## config.mk

```make
export PLATFORM = sky130hd
export DESIGN_NAME = fme_mb_sched
export DESIGN_NICKNAME = d
export VERILOG_FILES = /design/src/rtl/fme_mb_sched.sv
export SDC_FILE = /design/constraint.sdc
export NUM_CORES = 1
export LEC_CHECK = 0
export CAP_MARGIN = 5
export CORE_AREA = 4 4 107 109
export DETAILED_ROUTE_END_ITERATION = 12
export DIE_AREA = 0 0 111 113
export DONT_BUFFER_PORTS = 1
export PLACE_DENSITY = 0.48
export SLEW_MARGIN = 20
export SYNTH_ARGS = -nofsm -noshare
export SYNTH_HDL_FRONTEND = slang
export SYNTH_SLANG_ARGS = --single-unit
```

## constraint.sdc

```tcl
create_clock -name clk -period 5.7 [get_ports clk]
set_input_delay 1.14 -clock clk [delete_from_list [all_inputs] [get_ports clk]]
set_output_delay 1.14 -clock clk [all_outputs]
set_load 0.03 [all_outputs]
```

## src/rtl/fme_mb_sched.sv

```systemverilog
// fme_mb_sched: macroblock scheduler for the fractional motion-estimation engine.
// Accepts a job (base position + sub-block count), issues one engine start per 4x4 sub-block,
// waits for eng_done (or a timeout), and presents each result on a valid/ready handshake.
// All outputs are registered.
//
// Ports
//   clk, rst                    clock (rising edge), asynchronous active-low reset
//   job_valid/job_ready         job request handshake
//   job_base, job_nblk          sub-block 0 position; sub-block count (0 means 16)
//   abort                       synchronous job cancel (ignored while idle)
//   eng_start, eng_pix_pos      one-cycle engine start pulse; position of the current sub-block
//   eng_done, eng_best, eng_val engine completion and its result
//   res_valid/res_ready         result handshake
//   res_idx, res_best, res_val, res_err  captured result and timeout flag
//   busy, job_done              not-idle indicator; one-cycle end-of-job pulse
module fme_mb_sched #(
    parameter int unsigned TIMEOUT = 255,
    parameter int unsigned POS_W   = 8
) (
    input  logic             clk,
    input  logic             rst,
    input  logic             job_valid,
    output logic             job_ready,
    input  logic [POS_W-1:0] job_base,
    input  logic [4:0]       job_nblk,
    input  logic             abort,
    output logic             eng_start,
    output logic [POS_W-1:0] eng_pix_pos,
    input  logic             eng_done,
    input  logic [3:0]       eng_best,
    input  logic [7:0]       eng_val,
    output logic             res_valid,
    input  logic             res_ready,
    output logic [3:0]       res_idx,
    output logic [3:0]       res_best,
    output logic [7:0]       res_val,
    output logic             res_err,
    output logic             busy,
    output logic             job_done
);

    // The timer counts WAIT cycles 0..TIMEOUT-1; the last count without eng_done times out.
    localparam int unsigned       TimerW    = (TIMEOUT > 2) ? $clog2(TIMEOUT) : 1;
    localparam logic [TimerW-1:0] TimerLast = TimerW'(TIMEOUT - 1);

    typedef enum logic [2:0] {StIdle, StIssue, StWait, StOut, StDone} state_e;

    state_e            state_q, state_d;
    logic [3:0]        k_q, k_d;
    logic [3:0]        nblk_m1_q, nblk_m1_d;
    logic [POS_W-1:0]  base_q, base_d;
    logic [TimerW-1:0] timer_q, timer_d;

    logic              job_ready_q, busy_q, eng_start_q, res_valid_q, job_done_q;
    logic [POS_W-1:0]  pos_q, pos_d;
    logic [3:0]        res_idx_q, res_idx_d;
    logic [3:0]        res_best_q, res_best_d;
    logic [7:0]        res_val_q, res_val_d;
    logic              res_err_q, res_err_d;

    // Sub-blocks are laid out 4 per row on a 16-pixel-wide frame row: 4*(k%4) + 64*(k/4).
    function automatic logic [POS_W-1:0] blk_offset(input logic [3:0] k);
        logic [7:0] off;
        off = {k[3:2], 2'b00, k[1:0], 2'b00};
        return POS_W'(off);
    endfunction

    always_comb begin
        state_d    = state_q;
        k_d        = k_q;
        nblk_m1_d  = nblk_m1_q;
        base_d     = base_q;
        timer_d    = timer_q;
        res_idx_d  = res_idx_q;
        res_best_d = res_best_q;
        res_val_d  = res_val_q;
        res_err_d  = res_err_q;

        unique case (state_q)
            StIdle: begin
                // job_ready_q gates acceptance so no job is taken in the first cycle after reset.
                if (job_valid && job_ready_q) begin
                    base_d    = job_base;
                    nblk_m1_d = 4'(job_nblk - 5'd1);  // 0 wraps to 15, i.e. 16 sub-blocks
                    k_d       = '0;
                    state_d   = StIssue;
                end
            end
            StIssue: begin
                timer_d = '0;
                state_d = StWait;
            end
            StWait: begin
                if (eng_done) begin
                    res_idx_d  = k_q;
                    res_best_d = eng_best;
                    res_val_d  = eng_val;
                    res_err_d  = 1'b0;
                    state_d    = StOut;
                end else if (timer_q == TimerLast) begin
                    res_idx_d  = k_q;
                    res_best_d = '0;
                    res_val_d  = '0;
                    res_err_d  = 1'b1;
                    state_d    = StOut;
                end else begin
                    timer_d = timer_q + TimerW'(1);
                end
            end
            StOut: begin
                if (res_valid_q && res_ready) begin
                    if (k_q == nblk_m1_q) begin
                        state_d = StDone;
                    end else begin
                        k_d     = k_q + 4'd1;
                        state_d = StIssue;
                    end
                end
            end
            StDone: begin
                state_d = StIdle;
            end
            default: begin
                state_d = StIdle;
            end
        endcase

        // Abort overrides everything, including a result handshake in the same cycle.
        if (abort && (state_q != StIdle)) begin
            state_d = StIdle;
            k_d     = '0;
        end
    end

    // Position is loaded on every entry to ISSUE and then held through WAIT and OUT.
    always_comb begin
        pos_d = pos_q;
        if (state_d == StIssue) begin
            pos_d = base_d + blk_offset(k_d);
        end
    end

    always_ff @(posedge clk or negedge rst) begin
        if (!rst) begin
            state_q     <= StIdle;
            k_q         <= '0;
            nblk_m1_q   <= '0;
            base_q      <= '0;
            timer_q     <= '0;
            job_ready_q <= 1'b0;
            busy_q      <= 1'b0;
            eng_start_q <= 1'b0;
            res_valid_q <= 1'b0;
            job_done_q  <= 1'b0;
            pos_q       <= '0;
            res_idx_q   <= '0;
            res_best_q  <= '0;
            res_val_q   <= '0;
            res_err_q   <= 1'b0;
        end else begin
            state_q     <= state_d;
            k_q         <= k_d;
            nblk_m1_q   <= nblk_m1_d;
            base_q      <= base_d;
            timer_q     <= timer_d;
            // Status outputs are decoded from the next state so they line up with state_q.
            job_ready_q <= (state_d == StIdle);
            busy_q      <= (state_d != StIdle);
            eng_start_q <= (state_d == StIssue);
            res_valid_q <= (state_d == StOut);
            job_done_q  <= (state_d == StDone);
            pos_q       <= pos_d;
            res_idx_q   <= res_idx_d;
            res_best_q  <= res_best_d;
            res_val_q   <= res_val_d;
            res_err_q   <= res_err_d;
        end
    end

    assign job_ready   = job_ready_q;
    assign busy        = busy_q;
    assign eng_start   = eng_start_q;
    assign eng_pix_pos = pos_q;
    assign res_valid   = res_valid_q;
    assign res_idx     = res_idx_q;
    assign res_best    = res_best_q;
    assign res_val     = res_val_q;
    assign res_err     = res_err_q;
    assign job_done    = job_done_q;

endmodule

```

==> reports/results.txt, run 1 <==
FP Rows: 38
Die Ht: 113 um
CP Launch Type: primary input
Hold Path Origin: base_q[6]
RR Startpoint: k_q[1]
clock-pin slew on the worst setup and hold paths: 60 ps
Top FF cell, synth: dfrtp_1
CP Cell Sequence: nand2_1, or3_1, nor2_1, nand2_1, mux2_2, nor2_1, ha_1, inv_1, o41ai_1, xor3_1, mux2_2
Worst Tran Pin Value: 669 ps
Resize count post-CTS: 0
Reg power frac: 0.478
global routing usage on met2: 0.162
Yosys warning count: 0
Worst-Skew Late Latency: 330 ps
Ports: 61
flop2flop setup slack: 2510 ps
Worst Hold Path Cells: 2
Post CTS Setup Buffer Count: 0
R2R cell count: 11
fin crit period: 3300 ps
worst hold endpoint: base_q[6]
final wirelength: 5770 um
Final Hold Viols: 0
Net Count, Synth: 264
Clock Path Buffers: 2
Final GP Congestion: 0.789
Internal: 1.03 mW
Seq/Total Area, Yosys: 0.554
CP endpoint kind: register
CP Depth: 11
reg2reg end: eng_pix_pos[7]
fraction of layout cells with a size suffix above 1: 0.140
GRT overflow: 0
NetSw: 0.619 mW
Yosys top cell by area: dfrtp_1
outcome: finished, final reports clean
skew final: 6.73 ps
Avg Cell Area, Syn: 11.4 um2
top cells by area, synth: dfrtp_1 55%, nand2_1 4.2%, a22o_1 4.1%
global-route wire length before repair: 9430 um
CTS buffer count: 9
kind of critical path: in2reg
Yosys cell types: 37
met1 Use GR: 0.109
overall global routing resource usage: 0.0987
register area: 1430 um2
hold bufs inserted after CTS: 0
Clock Sinks: 57
CTS tree: yes
max-slew violations: 0
async set-reset flop share out of synthesis: 1.00
CTS Root Cell: clkbuf_8
crit path max fanout: 5
drt drc: 0
TritonRoute pass-1 iters: 4
DIE AREA: 12500 um2
number of global-route vias before repair: 1773
maximum clock rate: 303 MHz
drt via density: 4.40
synthesized cell area: 2570 um2
core area: 10600 um2
largest net degree at the start of global routing: 58
Post-synth EDFFs: 0
RSZ-0062 raised after global routing: no
WL/cell: 15.4 um
Diodes inserted: 0
CP bufs+invs: 1
Syn Inst Count: 225
# H-tree levels: 3
clock power share: 0.281
CP top delay family: simple AND/OR/NAND/NOR gates
Final Cycle Share: 0.580
die width: 111 um
dpl hpwl: 4070 um
peak-usage layer in the global routing report: met2
post-synth top area share: 0.554
Place WS: 2060 ps
Nets: 269
Max-Cap Viols: 0
Setup-failing EPs final: 0
initial antenna violation count: 0
Yosys reg bits: 57
crit path DAT: 3520 ps
peak supply drop: 0.180 mV
number of DRC markers in iteration 0: 82
TNS Setup: 0 ps
Crit path largest cell delay: 440 ps
Worst Path Required: 5920 ps
initial core utilization: 0.243
via count: 1651
post-route ant nets: 0
slowest stage cell, crit path: or3_1
number of port buffers: 0
P&R area growth vs syn: 15.1%
Slew HR: 0.553
pwr/cell area: 555 nW/um2
Comb power frac: 0.241
area of the multi-input gates: 1060 um2
Fillers: 1126
Hold WC Path Type: reg2reg
Switching Fraction: 0.376
worst setup margin: 2400 ps
static leakage: 1.39 nW
M3 GR Usage: 0.0465
==> kinds of logic (layout without fill, tap and decap cells) <==
group,Yosys count,after routing,synth area share
AND/OR/NAND/NOR,76,76,0.145
flip-flops,57,57,0.554
AO/OA/AOI/OAI,32,32,0.0884
buffers and inverters,20,30,0.0335
multiplexers,17,17,0.0807
XOR/XNOR,15,15,0.0569
adder cells (fa/ha/maj),8,8,0.0418
==> placed cells by master (no fill, tap or decap), types with 3 or more instances in the layout <==
cell type,n
xnor2_1,5
inv_1,13
nor2_1,13
a22o_1,12
o21ai_0,11
a21oi_1,4
nand2_1,29
and3_1,3
nand3_1,5
mux2i_1,5
mux2_4,6
or3_1,3
and2_1,4
nor3_1,6
mux2_2,6
clkbuf_8,10
clkinv_2,3
ha_1,7
xor2_1,9
bufinv_16,3
dfrtp_1,57
nand4_1,4
==> power groups by stage <==
stage / registers (mW) / logic (mW) / clock network [mW]
3_5_place_dp: 0.800 / 0.403 / 0
4_1_cts: 0.792 / 0.407 / 0.477
3_3_place_gp: 0.798 / 0.397 / 0
5_1_grt: 0.806 / 0.454 / 0.499
2_1_floorplan: 0.769 / 0.340 / 0
6_report: 0.787 / 0.396 / 0.462
==> Yosys cell counts, types with 4 or more instances <==
cell	n
nand4_1	4
inv_1	13
a22o_1	12
nor3_1	6
dfrtp_1	57
ha_1	7
xnor2_1	5
a21oi_1	4
and2_1	4
mux2_2	6
mux2i_1	5
nor2_1	13
mux2_4	6
nand2_1	29
xor2_1	9
nand3_1	5
o21ai_0	11
clkbuf_1	4
==> worst max path at each step <==
stage,slack (ps),from,end
after floorplan,2260,res_ready,eng_pix_pos[7]
after global placement,2070,res_ready,eng_pix_pos[7]
after detailed placement,2060,res_ready,eng_pix_pos[7]
after CTS,2410,res_ready,eng_pix_pos[7]
after global routing,2210,res_ready,eng_pix_pos[7]
final,2400,res_ready,eng_pix_pos[7]
==> per-stage QoR <==
step	instance area (um2)	utilization	hold slack [ps]	instances	total power, mW
after floorplan	2570	-	441	225	1.11
after global placement	2720	0.257	460	359	1.19
after detailed placement	2720	0.257	470	359	1.20
after CTS	2960	0.279	471	375	1.68
after global routing	2960	0.279	461	375	1.76
final	2960	0.279	480	375	1.65
==> worst reg2reg max path: cells and delay by family (launching register included) <==
family	cells	cell delay, ps
xor gates and xnor gates	2	490
buffers and inverters	1	50
AOI/OAI and AO/OA	1	400
adders and majority gates	1	150
DFF	1	450
and+or+nand+nor	4	940
muxes	2	590
==> sequential cells by signal, summed over array words and instances, names as in the netlist <==
name,flops
eng_start,1
res_idx,4
res_err,1
res_val,8
timer_q,8
job_done,1
base_q,8
nblk_m1_q,4
job_ready,1
res_best,4
res_valid,1
eng_pix_pos,8
k_q,4
state_q,3
busy,1
==> routing by layer <==
metal | vias to the layer above | wire length [um]
met5 | - | 0
met4 | 0 | 122
met3 | 10 | 445
met2 | 44 | 2810
met1 | 817 | 2390
li1 | 780 | -
==> layout make-up <==
| cell class | instances | area share |
|---|---|---|
| inverter | 13 | 0.0165 |
| multi-input combinational | 148 | 0.359 |
| sequential | 57 | 0.481 |
| clock buffer | 10 | 0.0465 |
| tap | 140 | 0.0591 |
| clock inverter | 6 | 0.0355 |
| timing repair buffer | 1 | 0.00253 |
No activity file was read; power rests on OpenSTA's default activity.
==> run 2: changes to the inputs <==
--- a/config.mk
+++ b/config.mk
@@ -10,7 +10,7 @@
 export DETAILED_ROUTE_END_ITERATION = 12
 export DIE_AREA = 0 0 111 113
 export DONT_BUFFER_PORTS = 1
-export PLACE_DENSITY = 0.48
+export PLACE_DENSITY = 0.49
 export SLEW_MARGIN = 20
 export SYNTH_ARGS = -nofsm -noshare
 export SYNTH_HDL_FRONTEND = slang
==> constraint.sdc (replaced) <==
create_clock -name clk -period 2.71 [get_ports clk]
set_input_delay 0.542 -clock clk [delete_from_list [all_inputs] [get_ports clk]]
set_output_delay 0.542 -clock clk [all_outputs]
set_load 0.03 [all_outputs]
==> reports/results.txt, run 2 (synthesis gave the netlist of run 1 again) <==
Hold WC Path Type: in2async (was reg2reg)
maximum clock rate: 375 MHz
Fillers: 1094 (was 1126)
CP Launch Type: register (was primary input)
Clock Path Buffers: 2 (unchanged)
most frequent cells in the layout: 56 x dfrtp_1, 29 x nand2_1, 22 x buf_4 (was 57 x dfrtp_1, 29 x nand2_1, 13 x inv_1, 13 x nor2_1, 12 x a22o_1)
Final GP Congestion: 0.790 (was 0.789)
fraction of layout cells with a size suffix above 1: 0.249 (was 0.140)
drt drc: 0 (unchanged)
initial core utilization: 0.243 (unchanged)
clock-pin slew on the worst setup and hold paths: 60 ps (about the same)
DP Cell Count: 378 (was 359)
most common cell after layout, fill and taps aside: dfrtp_1 (unchanged)
design area: 3140 um2 (was 2960 um2)
# H-tree levels: 3 (unchanged)
Nets: 291 (was 269)
FP Rows: 38 (unchanged)
register area: 1430 um2 (about the same)
initial antenna violation count: 0 (unchanged)
post-layout utilization of the core: 0.296 (was 0.279)
RSZ-0062 raised after global routing: yes (was no)
via count: 1709 (was 1651)
TNS Setup: 0 ps (unchanged)
die width: 111 um (unchanged)
Worst-Skew Late Latency: 330 ps (about the same)
R2R cell count: 11 (unchanged)
DIE AREA: 12500 um2 (unchanged)
dpl hpwl: 4310 um (was 4070 um)
WL/cell: 14.8 um (was 15.4 um)
final wirelength: 5870 um (was 5770 um)
largest net degree at the start of global routing: 58 (unchanged)
CTS Root Cell: clkbuf_8 (unchanged)
crit path max fanout: 5 (unchanged)
drt via density: 4.30 (was 4.40)
Finished Layout Cells: 397 (was 375)
pwr/cell area: 1090 nW/um2 (was 555 nW/um2)
Diodes inserted: 0 (unchanged)
max-slew violations: 0 (unchanged)
Worst Tran Pin Value: 486 ps (was 669 ps)
peak supply drop: 0.291 mV (was 0.180 mV)
P&R area growth vs syn: 22.0% (was 15.1%)
worst setup margin: 45.1 ps (was 2400 ps)
number of global-route vias before repair: 1816 (was 1773)
kind of critical path: reg2reg (was in2reg)
Worst Path Required: 2930 ps (was 5920 ps)
GRT overflow: 0 (unchanged)
Ports: 61 (unchanged)
overall global routing resource usage: 0.101 (was 0.0987)
Clock Sinks: 57 (unchanged)
CTS buffer count: 9 (unchanged)
post-layout power: 3.42 mW (was 1.65 mW)
CTS tree: yes (unchanged)
Setup-failing EPs final: 0 (unchanged)
CP endpoint kind: register (unchanged)
fin crit period: 2660 ps
number of port buffers: 0 (unchanged)
static leakage: 1.49 nW (was 1.39 nW)
Max-Cap Viols: 0 (unchanged)
Place WS: -97.7 ps (was 2060 ps)
area of the multi-input gates: 1100 um2 (was 1060 um2)
post-route ant nets: 0 (unchanged)
TritonRoute pass-1 iters: 3 (was 4)
outcome: finished, final reports clean (unchanged)
Die Ht: 113 um (unchanged)
core area: 10600 um2 (unchanged)
crit path DAT: 2890 ps (was 3520 ps)
global-route wire length before repair: 9670 um (was 9430 um)
skew final: 5.90 ps (was 6.73 ps)
Final Cycle Share: 0.983
Final Hold Viols: 0 (unchanged)
number of DRC markers in iteration 0: 60 (was 82)
Hold WS: 73.3 ps (was 480 ps)
Slew HR: 0.667 (was 0.553)
Post-DP Area: 2890 um2 (was 2720 um2)
## run 2: where the power goes
part           internal, mW  switching [mW]  total (mW)  leakage (nW)
logic                 0.509           0.530        1.04         0.649
clock network         0.429           0.326       0.754         0.102
registers              1.13           0.489        1.62         0.736
total                  2.07            1.34        3.42          1.49
## run 2: per-layer routing
layer / GRT usage / vias up / part of all wire
met1: 0.117 / 828 / 0.41
li1: - / 820 / -
met2: 0.153 / 49 / 0.48
met3: 0.0519 / 12 / 0.086
met4: 0.0509 / 0 / 0.020
met5: 0 / - / 0
## run 2: critical path: stages, from the launching register on
cell	delay, ps
dfrtp_1	410
nand2_1	100
or3_4	350
nor2_2	140
nand2_1	80
mux2_2	220
nor2_2	40
ha_1	290
inv_1	50
o41ai_2	340
xor3_1	260
mux2_2	260
## run 2: what timing repair did
item                                    CTS  global route
hold buffers                              1             0
pin swaps                                 0             1
gates resized for setup                   1             5
buffers inserted                          0             2
endpoints found under the hold margin    57             0
endpoints found under the setup margin    1             4
## run 2: cell type report
class / instances / share of cell area
clock inverter: 2 / 0.00319
timing repair buffer: 23 / 0.0613
tap: 140 / 0.0558
multi-input combinational: 148 / 0.352
inverter: 13 / 0.0155
sequential: 57 / 0.454
clock buffer: 14 / 0.0581
## run 2: path summary, 6_finish.rpt
| kind | startpoint | slack (ps) | end |
|---|---|---|---|
| setup / recovery | state_q[1] | 50 | eng_pix_pos[7] |
| hold / removal | rst | 70 | timer_q[2] |
| setup reg to reg | state_q[1] | 50 | eng_pix_pos[7] |
| hold reg to reg | base_q[0] | 480 | base_q[0] |
| max in group asynchronous | rst | 2390 | res_valid |
| min in group clk | abort | 280 | job_done |
